## src/rtl/aes_shift_rows_pipe.sv

```systemverilog
// Pipelined ShiftRows / InvShiftRows stage for Nb = 4, 6 or 8 columns.
// Per-beat direction and tag; output register plus skid buffer for full rate under backpressure.
module aes_shift_rows_pipe #(
  parameter int NB    = 4,
  parameter int TAG_W = 4
) (
  input  logic                clk,
  input  logic                rst_n,
  input  logic                in_valid,
  output logic                in_ready,
  input  logic [0:32*NB-1]    in_data,
  input  logic                in_inv,
  input  logic [TAG_W-1:0]    in_tag,
  output logic                out_valid,
  input  logic                out_ready,
  output logic [0:32*NB-1]    out_data,
  output logic [TAG_W-1:0]    out_tag
);

  localparam int W = 32 * NB;

  if (!(NB == 4 || NB == 6 || NB == 8)) begin : g_bad_nb
    $error("aes_shift_rows_pipe: NB must be 4, 6 or 8");
  end
  if (TAG_W < 1) begin : g_bad_tag
    $error("aes_shift_rows_pipe: TAG_W must be at least 1");
  end

  // Rijndael row offsets: 256-bit blocks shift rows 2 and 3 one extra column.
  function automatic int shift_of(input int r);
    if (NB == 8 && r >= 2) return r + 1;
    return r;
  endfunction

  logic [0:W-1] perm_data;

  for (genvar r = 0; r < 4; r++) begin : g_row
    for (genvar c = 0; c < NB; c++) begin : g_col
      localparam int S  = shift_of(r);
      localparam int K  = 4 * c + r;
      localparam int KF = 4 * ((c + S) % NB) + r;
      localparam int KI = 4 * ((c - S + NB) % NB) + r;
      assign perm_data[8*K +: 8] = in_inv ? in_data[8*KI +: 8] : in_data[8*KF +: 8];
    end
  end

  logic             or_valid_q, or_valid_d;
  logic [0:W-1]     or_data_q,  or_data_d;
  logic [TAG_W-1:0] or_tag_q,   or_tag_d;
  logic             sk_valid_q, sk_valid_d;
  logic [0:W-1]     sk_data_q,  sk_data_d;
  logic [TAG_W-1:0] sk_tag_q,   sk_tag_d;
  logic             in_fire, out_fire;

  assign in_ready  = ~sk_valid_q;
  assign out_valid = or_valid_q;
  assign out_data  = or_data_q;
  assign out_tag   = or_tag_q;

  assign in_fire  = in_valid & ~sk_valid_q;
  assign out_fire = or_valid_q & out_ready;

  always_comb begin
    or_valid_d = or_valid_q;
    or_data_d  = or_data_q;
    or_tag_d   = or_tag_q;
    sk_valid_d = sk_valid_q;
    sk_data_d  = sk_data_q;
    sk_tag_d   = sk_tag_q;
    if (!or_valid_q || out_fire) begin
      if (sk_valid_q) begin
        or_valid_d = 1'b1;
        or_data_d  = sk_data_q;
        or_tag_d   = sk_tag_q;
        sk_valid_d = 1'b0;
      end else if (in_fire) begin
        or_valid_d = 1'b1;
        or_data_d  = perm_data;
        or_tag_d   = in_tag;
      end else begin
        or_valid_d = 1'b0;
      end
    end else if (in_fire) begin
      // in_fire implies SK is empty, so nothing is overwritten here.
      sk_valid_d = 1'b1;
      sk_data_d  = perm_data;
      sk_tag_d   = in_tag;
    end
  end

  always_ff @(posedge clk or negedge rst_n) begin
    if (!rst_n) begin
      or_valid_q <= 1'b0;
      or_data_q  <= '0;
      or_tag_q   <= '0;
      sk_valid_q <= 1'b0;
      sk_data_q  <= '0;
      sk_tag_q   <= '0;
    end else begin
      or_valid_q <= or_valid_d;
      or_data_q  <= or_data_d;
      or_tag_q   <= or_tag_d;
      sk_valid_q <= sk_valid_d;
      sk_data_q  <= sk_data_d;
      sk_tag_q   <= sk_tag_d;
    end
  end

endmodule

```

## config.mk

```make
export PLATFORM = sky130hd
export DESIGN_NAME = aes_shift_rows_pipe
export DESIGN_NICKNAME = d
export VERILOG_FILES = /design/src/rtl/aes_shift_rows_pipe.sv
export SDC_FILE = /design/constraint.sdc
export NUM_CORES = 1
export LEC_CHECK = 0
export BUFFER_PORTS_ARGS = -buffer_cell sky130_fd_sc_hd__buf_4
export CORE_MARGIN = 8
export CORE_UTILIZATION = 54
export DETAILED_ROUTE_END_ITERATION = 10
export GPL_ROUTABILITY_DRIVEN = 0
export PLACE_DENSITY = 0.87
export SYNTH_ARGS = -nofsm -noshare
export SYNTH_HDL_FRONTEND = slang
export SYNTH_SLANG_ARGS = --single-unit
export TNS_END_PERCENT = 30
```

## constraint.sdc

```tcl
create_clock -name clk -period 3.9 [get_ports clk]
set_clock_uncertainty 0.1 [all_clocks]
set_input_delay 0.78 -clock clk [delete_from_list [all_inputs] [get_ports clk]]
set_output_delay 0.78 -clock clk [all_outputs]
set_load 0.02 [all_outputs]
```

==> results of run 1 <==
## logic make-up (layout without fill, tap and decap cells)
logic type	count (synthesis)	count (layout)	synth area share
buffers and inverters	84	341	0.0471
DFF	266	266	0.537
and+or+nand+nor	22	22	0.0102
muxes	312	312	0.292
AOI/OAI and AO/OA	272	272	0.114
## cell type report
cell class	count	area [sq um]
clock buffer	36	792
fill	1598	7120
timing repair buffer	288	2220
sequential	266	6660
clock inverter	16	239
multi-input combinational	606	5180
inverter	1	5.00
tap	285	357
## routing by layer
metal	routed length, microns	track usage
met1	13500	0.292
met3	2090	0.0522
met2	16600	0.388
met4	1040	0.0804
met5	0	0
## sequential cells by signal, summed over array words and instances, names as in the netlist
name	cells
sk_valid_q	1
out_tag	4
sk_tag_q	4
out_valid	1
sk_data_q	128
out_data	128
## Yosys cell counts (9+ instances only)
cell / number
sky130_fd_sc_hd__buf_12: 9
sky130_fd_sc_hd__buf_2: 26
sky130_fd_sc_hd__clkbuf_1: 33
sky130_fd_sc_hd__dfrtp_1: 266
sky130_fd_sc_hd__mux2_1: 12
sky130_fd_sc_hd__mux2_2: 96
sky130_fd_sc_hd__mux2_4: 72
sky130_fd_sc_hd__mux2i_1: 132
sky130_fd_sc_hd__nor2b_1: 10
sky130_fd_sc_hd__o21ai_0: 204
sky130_fd_sc_hd__o21ai_1: 44
## cell usage in the layout, fill, tap and decap left out
master,n
sky130_fd_sc_hd__mux2_4,72
sky130_fd_sc_hd__mux2i_1,132
sky130_fd_sc_hd__clkinv_2,8
sky130_fd_sc_hd__mux2_2,96
sky130_fd_sc_hd__nand2b_1,1
sky130_fd_sc_hd__clkinv_4,1
sky130_fd_sc_hd__a21o_1,8
sky130_fd_sc_hd__nor2_4,1
sky130_fd_sc_hd__o21ai_0,204
sky130_fd_sc_hd__dfrtp_4,1
sky130_fd_sc_hd__clkbuf_1,3
sky130_fd_sc_hd__nor2b_4,1
sky130_fd_sc_hd__or2_4,1
sky130_fd_sc_hd__buf_4,283
sky130_fd_sc_hd__a2111oi_0,8
sky130_fd_sc_hd__nor4bb_4,1
sky130_fd_sc_hd__buf_12,4
sky130_fd_sc_hd__mux2_1,12
sky130_fd_sc_hd__clkinvlp_4,2
sky130_fd_sc_hd__a21oi_1,8
sky130_fd_sc_hd__nor2_1,8
sky130_fd_sc_hd__dfrtp_1,265
sky130_fd_sc_hd__buf_8,1
sky130_fd_sc_hd__nor2b_1,9
sky130_fd_sc_hd__bufinv_16,6
sky130_fd_sc_hd__o21ai_1,44
sky130_fd_sc_hd__clkbuf_8,4
sky130_fd_sc_hd__clkbuf_16,29
## worst min path at each step
stage	end	slack (ps)
detailed placement	sk_data_q[44]$_DFFE_PN0P_	370
global route	sk_data_q[39]$_DFFE_PN0P_	250
floorplan	sk_data_q[40]$_DFFE_PN0P_	360
finish	sk_data_q[39]$_DFFE_PN0P_	180
CTS	sk_data_q[39]$_DFFE_PN0P_	210
global placement	out_data[15]$_DFFE_PN0P_	370
## metrics by stage
stage               power (mW)  instance area [sq um]  hold slack, ps  setup slack [ps]
floorplan                 5.06                  12400             357              1870
global placement          5.93                  14400             366              1090
detailed placement        6.03                  14400             374              1080
CTS                       9.00                  15500             206              1040
global route              9.32                  15500             249               986
finish                    8.93                  15500             182              1110
## power groups by stage
| stage | logic [mW] | registers, mW | clock network [mW] |
|---|---|---|---|
| 2_1_floorplan | 1.02 | 4.04 | 0 |
| 3_3_place_gp | 2.17 | 3.76 | 0 |
| 3_5_place_dp | 2.24 | 3.80 | 0 |
| 4_1_cts | 2.26 | 3.77 | 2.97 |
| 5_1_grt | 2.39 | 3.84 | 3.09 |
| 6_report | 2.23 | 3.77 | 2.92 |
==> PnR_summary.wiki, run 1 <==
{| class="wikitable"
! Metric !! Value
|-
| Setup tns final || 0 ps
|-
| Max Fclk || 358 MHz
|-
| Number of enable-type register cells in the synthesized netlist || 0
|-
| Critical path's top delay family || flip-flops
|-
| Endpoint kind of the worst setup timing path || primary output
|-
| Synth cell types || 23
|-
| Number of top-level pins || 271
|-
| Startpoint-to-endpoint class of the critical path || flop to primary output
|-
| Count of state elements after synthesis || 266
|-
| Starting DRC count in detailed routing || 771
|-
| Async set-or-reset flop fraction in the synthesized netlist || 1.00
|-
| Worst min-delay path class || input port to asynchronous set/reset pin
|-
| Post-route DRC || 0
|-
| Period Utilization, post-route || 0.717
|-
| Share of total power consumed by net switching || 0.293
|-
| Max incr delay on CP || 1010 ps
|-
| Launching point of the worst reg2reg path || sk_valid_q$_DFFE_PN0P_
|-
| Worst-path maximum fanout || 46
|-
| Die span in x || 168 microns
|-
| Power density cells || 578 nW/um^2
|-
| Total placed cells including tap cells || 1,446
|-
| Number of placement rows || 55
|-
| Cell with the largest stage delay on the worst path || sky130_fd_sc_hd__dfrtp_4
|-
| Antenna-violating nets left || 0
|-
| Number of post-CTS setup repair buffers || 0
|-
| Setup slack of the worst register-to-register path || 1330 ps
|-
| Number of cells upsized or downsized after cts || 0
|-
| Starting density of the core || 0.549
|-
| Static leakage power || 7.24 nW
|-
| Post-Synthesis Cells || 956
|-
| Worst setup path startpoint || sk_valid_q$_DFFE_PN0P_
|-
| Antenna diode count || 0
|-
| Maximum count of clock buffers along a single path || 3
|-
| Clock tree from TritonCTS || built
|-
| Final number of setup-violating endpoints || 0
|-
| Core area || 22,600 sq um
|-
| Share of total power in the clock network || 0.327
|-
| Number of antenna violations at the first check in global routing || 0
|-
| Max H-tree Level || 1
|-
| Non-Filler Instances || 1,498
|-
| Synth area leaders || sky130_fd_sc_hd__dfrtp_1 (54%), sky130_fd_sc_hd__mux2i_1 (11%), sky130_fd_sc_hd__mux2_4 (8.7%)
|-
| Bufs and invs on worst path || 2
|-
| Count of cells along the worst register-to-register path || 3
|-
| Cell count along the critical path || 2
|-
| Routed WL || 33,300 microns
|-
| Core utilization of the finished layout || 0.685
|-
| Clk_lat worst skew || 520 ps
|-
| Cell-by-cell listing of the critical path || clkinv_2, buf_4
|-
| Clk pin slew, worst setup/hold paths || 70 ps
|-
| Measured slew at the worst slew-check pin || 886 ps
|-
| Switch Pwr || 2.61 mW
|-
| Number of slew-limit violations in the final report || 0
|-
| Sequential share of power || 0.422
|-
| Combinational share of power || 0.250
|-
| Number of global-route vias before repair || 9,502
|-
| Cell at the root of the clock tree || sky130_fd_sc_hd__clkbuf_16
|-
| Post-layout minimum cycle time || 2790 ps
|-
| Peak supply drop || 0.434 mV
|-
| Synthesis Warnings || 0
|-
| Ratio of cells with drive above 1 in the final layout || 0.421
|-
| Area enclosed by the die boundary || 28,100 sq um
|-
| Synthesis-to-layout area growth || 24.7%
|-
| Number of buffers created by CTS || 28
|-
| Post-layout nets || 1,328
|-
| RSZ-0062 raised after global routing || false
|-
| Required time at the worst-slack endpoint || 3020 ps
|-
| Internal power contribution || 6.31 mW
|-
| Seq/Total Area, Yosys || 0.537
|-
| Most area-hungry cell type in the Yosys netlist || sky130_fd_sc_hd__dfrtp_1
|-
| Routed vias/inst || 5.84
|-
| Average wire per standard cell || 22.2 microns
|-
| Final hold viol count || 0
|-
| Net count after synthesis || 1,093
|-
| Clock sink count || 266
|-
| Combined area of all synthesized cells || 12,400 sq um
|-
| Mean area per synthesized cell || 13.0 sq um
|-
| Prevailing post-synth register cell || sky130_fd_sc_hd__dfrtp_1
|-
| Aggregate global-route resource usage || 0.232
|-
| Hold buffer count at cts || 0
|-
| Wire length of the first global-routing pass || 53,100 microns
|-
| Capture point of the critical path || in_ready
|-
| Area share of the leading cell type in the synthesized netlist || 0.537
|-
| Die outline height || 168 microns
|-
| DPL Wire Length || 21,500 microns
|-
| Critical path data arrival time || 1910 ps
|-
| Run status || finished clean
|-
| IO buf count || 270
|-
| Headroom to the max-slew limit || 0.409
|-
| Maximum Capacitance Violations || 0
|-
| Initial DRT Pass Iterations || 5
|-
| Global route total overflow || 0
|-
| Maximum number of pins on one net before global-route repair || 102
|-
| Endpoint of the worst-slack reg-to-reg timing path || sk_data_q[113]$_DFFE_PN0P_
|-
| Nature of the critical path startpoint || flop
|-
| Vias || 8,752
|}
(Power assumes the default switching activity.)
==> run 2: changes to the inputs <==
- ABC_AREA: unset -> 1
- clock period: 3.9 -> 2.7 ns (I/O delays scaled with it)
==> PnR_summary.wiki, run 2 <==
{| class="wikitable"
! Metric !! Value
|-
| Power density cells || 768 nW/um^2 (+33%)
|-
| Capture point of the critical path || in_ready
|-
| Vias || 11,700 (+34%)
|-
| Prevailing post-synth register cell || sky130_fd_sc_hd__dfrtp_1
|-
| Post-layout minimum cycle time || 2510 ps
|-
| Number of antenna violations at the first check in global routing || 0 (unchanged)
|-
| Maximum Capacitance Violations || 0 (unchanged)
|-
| Clk_lat worst skew || 530 ps (about the same)
|-
| Starting density of the core || 0.546 (-0.00337)
|-
| Most area-hungry cell type in the Yosys netlist || sky130_fd_sc_hd__dfrtp_1
|-
| Cell at the root of the clock tree || sky130_fd_sc_hd__clkbuf_16
|-
| Count of state elements after synthesis || 266 (unchanged)
|-
| Max H-tree Level || 1 (unchanged)
|-
| Synthesis-to-layout area growth || 23.6%
|-
| Initial DRT Pass Iterations || 7 (+2)
|-
| Post-Synthesis Cells || 1,691 (+77%)
|-
| Endpoint kind of the worst setup timing path || primary output
|-
| Number of buffers created by CTS || 27 (-3.6%)
|-
| Antenna-violating nets left || 0 (unchanged)
|-
| Clock sink count || 266 (unchanged)
|-
| Critical path data arrival time || 1870 ps (-40 ps)
|-
| Leading cell type in the layout, fill and taps excluded || sky130_fd_sc_hd__nand2_1
|-
| Number of cells upsized or downsized after cts || 0 (unchanged)
|-
| Mean area per synthesized cell || 7.53 sq um (-42%)
|-
| Setup slack of the worst register-to-register path || 670 ps (-660 ps)
|-
| Average wire per standard cell || 15.3 microns (-31%)
|-
| IO buf count || 270 (unchanged)
|-
| Synthesis Warnings || 0 (unchanged)
|-
| Aggregate global-route resource usage || 0.235 (+0.00301)
|-
| Global route total overflow || 0 (unchanged)
|-
| Final hold viol count || 0 (unchanged)
|-
| Measured slew at the worst slew-check pin || 1210 ps (+327 ps)
|-
| Antenna diode count || 0 (unchanged)
|-
| Ratio of cells with drive above 1 in the final layout || 0.210 (-0.212)
|-
| Synth area leaders || sky130_fd_sc_hd__dfrtp_1 (52%), sky130_fd_sc_hd__nand2_1 (27%), sky130_fd_sc_hd__o21ai_2 (4.1%)
|-
| Core utilization of the finished layout || 0.675 (-0.00999)
|-
| Most instantiated library cell after synthesis || sky130_fd_sc_hd__nand2_1
|-
| Final number of setup-violating endpoints || 0 (unchanged)
|-
| Clk pin slew, worst setup/hold paths || 60 ps (about the same)
|-
| Die outline height || 170 microns (+1.2%)
|-
| Worst-path maximum fanout || 129 (+180%)
|-
| Top cell types by occurrence after synthesis || sky130_fd_sc_hd__nand2_1 (918), sky130_fd_sc_hd__dfrtp_1 (266), sky130_fd_sc_hd__nor2_1 (129)
|-
| Placement-stage cell area || 14,900 sq um (+3.0%)
|-
| GRT met2 Usage || 0.386 (-0.00259)
|-
| Routed WL || 34,400 microns (+3.3%)
|-
| Nature of the critical path startpoint || flop
|-
| Met3 demand-to-capacity share in global routing || 0.0500 (-0.00219)
|-
| Global routing's busiest layer || met2
|-
| Starting DRC count in detailed routing || 1,177 (+53%)
|-
| Met1 demand-to-capacity share in global routing || 0.306 (+0.0136)
|-
| Peak supply drop || 0.449 mV (+3.6%)
|-
| Area enclosed by the die boundary || 28,800 sq um (+2.5%)
|-
| Static leakage power || 8.93 nW (+23%)
|-
| Routed vias/inst || 5.20 (-11%)
|-
| Number of slew-limit violations in the final report || 0 (unchanged)
|-
| Number of global-route vias before repair || 11,700 (+23%)
|-
| Max Fclk || 398 MHz
|-
| Worst setup path startpoint || sk_valid_q$_DFFE_PN0P_
|-
| Core area || 23,300 sq um (+3.4%)
|-
| Async set-or-reset flop fraction in the synthesized netlist || 1.00 (unchanged)
|-
| Required time at the worst-slack endpoint || 2060 ps (-960 ps)
|-
| Count of cells along the worst register-to-register path || 5 (+2)
|-
| Post-route DRC || 0 (unchanged)
|-
| Number of placement rows || 56 (+1.8%)
|-
| Synth cell types || 16 (-30%)
|-
| Combined area of all synthesized cells || 12,700 sq um (+2.7%)
|-
| Run status || finished clean
|-
| Worst min-delay path class || input port to flop
|-
| Cell area after layout || 15,700 sq um (+1.9%)
|-
| Area share of the leading cell type in the synthesized netlist || 0.523 (-0.0143)
|-
| Setup tns final || 0 ps (unchanged)
|-
| Period Utilization, post-route || 0.931
|-
| RSZ-0062 raised after global routing || false
|-
| Net count after synthesis || 1,828 (+67%)
|-
| Maximum count of clock buffers along a single path || 3 (unchanged)
|-
| Post-layout nets || 2,050 (+54%)
|-
| Seq/Total Area, Yosys || 0.523 (-0.0143)
|-
| Maximum number of pins on one net before global-route repair || 197 (+93%)
|-
| DPL Wire Length || 22,400 microns (+4.3%)
|-
| Number of top-level pins || 271 (unchanged)
|-
| Number of enable-type register cells in the synthesized netlist || 0 (unchanged)
|-
| Launching point of the worst reg2reg path || out_valid$_DFFE_PN0P_
|-
| Headroom to the max-slew limit || 0.190 (-0.219)
|-
| Wire length of the first global-routing pass || 56,300 microns (+6.1%)
|-
| Die span in x || 170 microns (+1.2%)
|-
| Endpoint of the worst-slack reg-to-reg timing path || out_data[99]$_DFFE_PN0P_
|-
| Instance count along the most critical hold path || 3
|-
| Startpoint-to-endpoint class of the critical path || flop to primary output
|-
| Highest-count cells in the layout ignoring fill and taps || sky130_fd_sc_hd__nand2_1 (918), sky130_fd_sc_hd__buf_4 (280), sky130_fd_sc_hd__dfrtp_1 (265)
|-
| Clock tree from TritonCTS || built
|}
run 2: cell count changes after synthesis, sizes merged, moves of 10 or more:
cell    delta
buf       +34
clkbuf    -19
inv       +75
mux2     -180
mux2i    -132
nand2    +921
nand3     +64
nor2     +121
nor2b     -10
o21ai    -112
run 2: cell families after synthesis:
logic type,share of synthesized area
buf+inv,0.0705
compound gates,0.0711
simple gates,0.336
flops,0.523
run 2: how the worst min path moves through the flow:
stage / startpoint / endpoint / slack (ps)
after floorplan: rst_n / out_data[0]$_DFFE_PN0P_ / 140
after global placement: sk_data_q[59]$_DFFE_PN0P_ / sk_data_q[59]$_DFFE_PN0P_ / 360
after detailed placement: sk_data_q[124]$_DFFE_PN0P_ / sk_data_q[124]$_DFFE_PN0P_ / 370
after CTS: in_data[116] / sk_data_q[52]$_DFFE_PN0P_ / 160
after global routing: in_data[39] / sk_data_q[39]$_DFFE_PN0P_ / 180
final: in_data[116] / sk_data_q[52]$_DFFE_PN0P_ / 180
run 2: what timing repair did:
| item | in CTS | in global routing |
|---|---|---|
| hold endpoints to repair | 58 | 0 |
| buffers inserted | 0 | 0 |
| hold buffers | 1 | 0 |
| setup endpoints to repair | 0 | 0 |
run 2: critical path, stage by stage, from the launching register on:
cell	delay, ps
sky130_fd_sc_hd__dfrtp_4	510
sky130_fd_sc_hd__inv_4	80
sky130_fd_sc_hd__buf_12	390
sky130_fd_sc_hd__buf_4	250
run 2: metrics by stage:
stage | power [mW] | hold WS, ps | cells | setup WS [ps]
after global placement | 8.31 | 362 | 2202 | 469
final | 12.1 | 178 | 2250 | 187
after detailed placement | 8.43 | 365 | 2202 | 415
after global routing | 12.7 | 178 | 2250 | 132
after floorplan | 7.10 | 144 | 1691 | 1210
after CTS | 12.2 | 158 | 2250 | 213
run 2: cell type report:
cell class	instances	area, sq um
fillers	1784	7590
flip-flops and latches	266	6660
multi-input cells	1251	5210
repair buffers	291	2310
clock buffers	36	790
well taps	319	399
inverters	76	288
clock inverters	11	88.8
run 2: where the power goes:
part | internal, mW | leakage, nW | switching [mW]
clock | 2.14 | 0.437 | 1.56
sequential | 4.80 | 3.31 | 0.509
combinational | 1.22 | 5.18 | 1.86
run 2: routing by layer:
metal | vias to the layer above | part of all wire
li1 | 5604 | -
met3 | 77 | 0.085
met4 | 0 | 0.030
met5 | - | 0
met1 | 5475 | 0.41
met2 | 536 | 0.48
